===== config.mk =====
export PLATFORM = sky130hd
export DESIGN_NAME = infer_accum
export DESIGN_NICKNAME = d
export VERILOG_FILES = /design/src/rtl/infer_accum.sv
export SDC_FILE = /design/constraint.sdc
export NUM_CORES = 1
export LEC_CHECK = 0
export ABC_CLOCK_PERIOD_IN_PS = 3530
export CORE_UTILIZATION = 48
export DETAILED_ROUTE_END_ITERATION = 12
export PLACE_DENSITY = 0.79
export SLEW_MARGIN = 20
export SYNTH_ARGS = -nofsm -noshare
export SYNTH_HDL_FRONTEND = slang
export SYNTH_SLANG_ARGS = --single-unit
export TNS_END_PERCENT = 20

===== constraint.sdc =====
create_clock -name clk -period 3.53 [get_ports clk]
set_input_delay 0.353 -clock clk [delete_from_list [all_inputs] [get_ports clk]]
set_output_delay 0.353 -clock clk [all_outputs]
set_load 0.005 [all_outputs]

===== src/rtl/infer_accum.sv =====
// Per-class score accumulator over one binarised frame, followed by a serial argmax.
// Optional build macro SCORE_SAT_EN: saturating score adds (default is 16-bit wrap-around).
module infer_accum #(
    parameter int IMG_W  = 28,
    parameter int IMG_H  = 28,
    parameter int NCLASS = 10,
    parameter int W_LAT  = 1
) (
    input  logic                   clk,
    input  logic                   reset,
    input  logic                   start_stream,
    input  logic                   start_pixel,
    input  logic                   pixel,
    input  logic [NCLASS-1:0][15:0] weights_in,
    output logic [NCLASS-1:0][15:0] scores,
    output logic [3:0]             label,
    output logic                   busy,
    output logic                   done
);

    localparam int NPIX = IMG_W * IMG_H;
    localparam int CW   = $clog2(NPIX + 1);

    typedef enum logic [1:0] {
        S_IDLE,
        S_ACCUM,
        S_ARGMAX,
        S_DONE
    } state_t;

    state_t                   r_state;
    state_t                   w_next;
    logic [NCLASS-1:0][15:0]  r_scores;
    logic [CW-1:0]            r_cnt;
    logic [3:0]               r_idx;
    logic [3:0]               r_best;
    logic [15:0]              r_max;
    logic [3:0]               r_label;
    logic                     r_done;
    logic                     w_enter;
    logic                     w_exit;
    logic                     w_take;

    function automatic logic [15:0] add16(input logic [15:0] a, input logic [15:0] b);
`ifdef SCORE_SAT_EN
        logic [16:0] s;
        s = {a[15], a} + {b[15], b};
        if (s[16] != s[15])
            return s[16] ? 16'h8000 : 16'h7FFF;
        return s[15:0];
`else
        return a + b;
`endif
    endfunction

    // A restart in the same cycle drops the presented pixel.
    assign w_enter = start_pixel && (r_state == S_ACCUM) && !start_stream;

    generate
        if (W_LAT == 0) begin : g_nodly
            assign w_exit = w_enter;
        end else begin : g_dly
            logic [W_LAT-1:0] r_dly;
            always_ff @(posedge clk) begin
                if (!reset || start_stream)
                    r_dly <= '0;
                else
                    r_dly <= (r_dly << 1) | W_LAT'(w_enter);
            end
            assign w_exit = r_dly[W_LAT-1] && (r_state == S_ACCUM);
        end
    endgenerate

    always_ff @(posedge clk) begin
        if (!reset)
            r_state <= S_IDLE;
        else
            r_state <= w_next;
    end

    always_comb begin
        w_next = r_state;
        if (start_stream) begin
            w_next = S_ACCUM;
        end else begin
            case (r_state)
                S_ACCUM:  if (w_exit && (r_cnt == CW'(NPIX - 1))) w_next = S_ARGMAX;
                S_ARGMAX: if (r_idx == 4'(NCLASS - 1)) w_next = S_DONE;
                default:  w_next = r_state;
            endcase
        end
    end

    // Class 0 always seeds the running max; later classes must be strictly greater.
    assign w_take = (r_idx == 4'd0) || ($signed(r_scores[r_idx]) > $signed(r_max));

    always_ff @(posedge clk) begin
        if (!reset) begin
            r_scores <= '0;
            r_cnt    <= '0;
            r_idx    <= '0;
            r_best   <= '0;
            r_max    <= '0;
            r_label  <= '0;
            r_done   <= 1'b0;
        end else begin
            r_done <= 1'b0;
            if (start_stream) begin
                r_scores <= '0;
                r_cnt    <= '0;
                r_idx    <= '0;
                r_best   <= '0;
                r_max    <= '0;
            end else begin
                case (r_state)
                    S_ACCUM: begin
                        if (w_exit) begin
                            r_cnt <= r_cnt + 1'b1;
                            if (pixel) begin
                                for (int unsigned k = 0; k < NCLASS; k++)
                                    r_scores[k] <= add16(r_scores[k], weights_in[k]);
                            end
                        end
                    end
                    S_ARGMAX: begin
                        if (w_take) begin
                            r_max  <= r_scores[r_idx];
                            r_best <= r_idx;
                        end
                        r_idx <= r_idx + 4'd1;
                        if (r_idx == 4'(NCLASS - 1)) begin
                            r_label <= w_take ? r_idx : r_best;
                            r_done  <= 1'b1;
                        end
                    end
                    default: ;
                endcase
            end
        end
    end

    assign scores = r_scores;
    assign label  = r_label;
    assign done   = r_done;
    assign busy   = (r_state == S_ACCUM) || (r_state == S_ARGMAX);

endmodule


==> impl_metrics.toml <==
[worst_setup_path]
cp_common_cell = "buf_12"
critPathMaxFanout = 9
cp-end-kind = "flip-flop"
timing.rr.start = "r_idx[0]"
reg2regPathDepth = 13
r2r_setup_slack_ps = -270
required_ps = 3970
slowest_stage = "or4_4"
cp.arrival_ps = 4240
reg2reg_to = "r_max[10]"
crit_chain = "buf_12 > mux4_2 > mux2i_2 > o22ai_2 > ha_1 > nand4_1 > or4_4 > a21o_1 > a311oi_4 > o31ai_4 > buf_6 > buf_12 > a211oi_4"
worstSetupPathType = "flip-flop to flip-flop"
startpoint_type = "flip-flop"
slowest_delay_ps = 570

[timing]
setup_viol_count_final = 24
min_period_over_period_pct = 107.7
worst_slew_pin_slew_ps = 842.1
slew_headroom_pct = 43.86
fmax_ghz = 0.2630
finClkSkew_ps = 15.61
rsz0062_at_grt = "yes"
hold_viol_final = 0
worst_slack_ps = -271.9
period_minus_slack_ps = 3802
slew_violations = 0
hold_ws_ps = 426.0

[yosys]
synth_nets = 2337
synth_seq_cells = 202
synthDistinctLibCells = 68
async_flop_share_pct = 0
syn_area_per_cell_um2 = 8.089
synth-edff-count = 0
yosysWarningCount = 0
synth_area_leader_cell = "dfxtp_1"
synth_top_cell_area_share_pct = 25.12
synthCells = 1990
synth_area_um2 = 16100
ys_seq_area_share_pct = 25.12
synth_area_leaders = "dfxtp_1 25%, ha_1 13%, a21oi_1 6.4%"
ys_dominant_reg_cell = "dfxtp_1"

[power_and_ir_drop]
peakVddDrop_uv = 288.9
p_total_mw = 5.575
p_leak_nw = 8.692
power.density_nw_per_um2 = 255.6

[flow_run]
maxCapViolations = 0

[routing]
dr.pass1.iters = 6
ant_nets = 0
post_drt_wl_per_cell_um = 21.04
drtIter0Drc = 1793
vias_per_cell = 6.153
wl_um = 59910
vias = 17520
drc = 0

[global_route]
grt_usage_pct = 33.92
grt_antenna_before_repair = 0
grt_pass1_vias = 16790
grt_pass1_wl_um = 90690
grt_overflow_total = 0
grt_max_degree = 138

[clocking]
clk_latency_ps = 530
clk_pin_slew_ps = 60
cts_tree = "yes"
htree_levels = 1
cts_sinks = 202
cts_made_buffers = 24
clockBufferDepth = 3
root_buffer = "clkbuf_16"

[finish]
final_cell_mix = "330 x clkdlybuf4s50_1, 205 x a21oi_1, 200 x dfxtp_1, 174 x nand2_1, 172 x ha_1"
fillers = 2616
areaGrowthSynthToFinish_pct = 35.50
drive_gt1_share_pct = 11.11
final_nets = 2734
layout_commonest_cell = "clkdlybuf4s50_1"

[placed_design]
port_buffers = 330
hpwlAfterDp_um = 45040
place_congestion = 0.9691

[min_path]
worstHoldStart = "start_pixel"
min_path_type = "input port to flip-flop"
worstHoldEndpoint = "g_dly.r_dly"
holdPathStages = 2

[run_status]
failed_checks = "setup timing"
status = "complete, but fails checks"

[floorplanning]
fp.dieW_um = 185.1
start_util_pct = 49.10
dieArea_um2 = 34270
rows = 66
die_h_um = 185.1
num_io_pins = 331
core_area_um2 = 32780
-- final cells by class --
cell class	count	area, um2	share of cell area (%)
Tap cell	442	553.0	2.535
Sequential cell	202	4049	18.56
Antenna cell	2	5.005	0.02294
Timing Repair Buffer	460	4494	20.60
Clock buffer	34	709.4	3.252
Inverter	99	371.6	1.704
Clock inverter	9	101.3	0.4646
Multi-Input combinational cell	1600	11530	52.86
-- registers in the layout, indices dropped and copies added, names as in the netlist --
name	count
r_max	16
g_dly.r_dly	1
done	1
r_cnt	10
scores	160
label	4
r_best	4
r_idx	4
r_state	2
-- synthesized netlist by cell type (all sizes together) (5+ instances only) --
master	instances
a211o	10
a211oi	48
a21boi	15
a21o	48
a21oi	205
a311o	7
a31oi	25
and3	25
buf	25
clkbuf	64
dfxtp	202
fa	10
ha	172
inv	99
mux2i	55
mux4	32
nand2	175
nand2b	17
nand3	71
nand3b	23
nand4	42
nand4b	12
nor2	138
nor2b	39
nor3	70
nor4	20
nor4b	7
o211ai	17
o21a	19
o21ai	100
o22a	9
o22ai	17
o31a	10
o31ai	16
o41ai	5
or2	9
or3	21
or4	12
xnor2	38
xor2	21
-- per-stage QoR --
step / setup slack (ps) / setup TNS (ps) / area [um2] / util (%) / cells
6_report: -271.9 / -4929 / 21810 / 66.54 / 2848
5_1_grt: -413.4 / -7707 / 21810 / 66.52 / 2846
4_1_cts: -213.5 / -3582 / 21590 / 65.86 / 2840
3_5_place_dp: -206.8 / -3645 / 20580 / 62.78 / 2785
3_3_place_gp: -66.05 / -889.8 / 20580 / 62.78 / 2785
2_1_floorplan: 0.9668 / 0 / 16150 / - / 1990
-- worst max-delay path: cells and delay by family, from the launching register on --
kind,cells,cell delay (ps)
adder cells (fa/ha/maj),1,350
AO/OA/AOI/OAI,5,990
flip-flops,1,410
buffers and inverters,3,490
multiplexers,2,750
AND/OR/NAND/NOR,2,720
-- per-layer routing --
| metal | track usage, % | share of wire [%] |
|---|---|---|
| met1 | 43.69 | 40 |
| met2 | 56.83 | 47 |
| met4 | 13.06 | 4.0 |
| met5 | 0 | 0 |
| met3 | 5.210 | 8.8 |
-- cells by family (layout without fill, tap and decap cells) --
kind of cell | Yosys count | after routing | synth area share [%]
DFF | 202 | 202 | 25.12
muxes | 88 | 88 | 7.967
xor gates and xnor gates | 59 | 59 | 3.210
and+or+nand+nor | 695 | 695 | 21.79
other | 0 | 2 | 0
adders and majority gates | 182 | 182 | 14.61
buffers and inverters | 188 | 602 | 4.492
AOI/OAI and AO/OA | 576 | 576 | 22.81
-- how the worst max path moves through the flow --
stage             start   endpoint  slack, ps  depth (start not counted)
2_1_floorplan  r_idx[0]  r_max[10]          1                         14
3_3_place_gp   r_idx[0]   r_max[6]        -70                         13
3_5_place_dp   r_idx[0]  r_max[10]       -210                         13
4_1_cts        r_idx[0]  r_best[0]       -210                         13
5_1_grt        r_idx[0]  r_max[10]       -410                         13
6_report       r_idx[0]  r_max[10]       -270                         13
-- repair_timing --
item / CTS / global route
hold buffers: 0 / 0
pin swaps: 9 / 23
gates resized for setup: 18 / 32
endpoints found under the setup margin: 22 / 24
buffers inserted: 10 / 3
cloned: 2 / 4
-- power by group --
part | total (mW) | leakage, nW | internal, mW | switching, mW
sequential | 2.29 | 1.63 | 2.29 | 0.00553
combinational | 0.704 | 6.66 | 0.354 | 0.350
clock | 2.58 | 0.401 | 1.54 | 1.04
total | 5.58 | 8.69 | 4.18 | 1.39
Note: power is estimated with default switching activity, not from simulation.
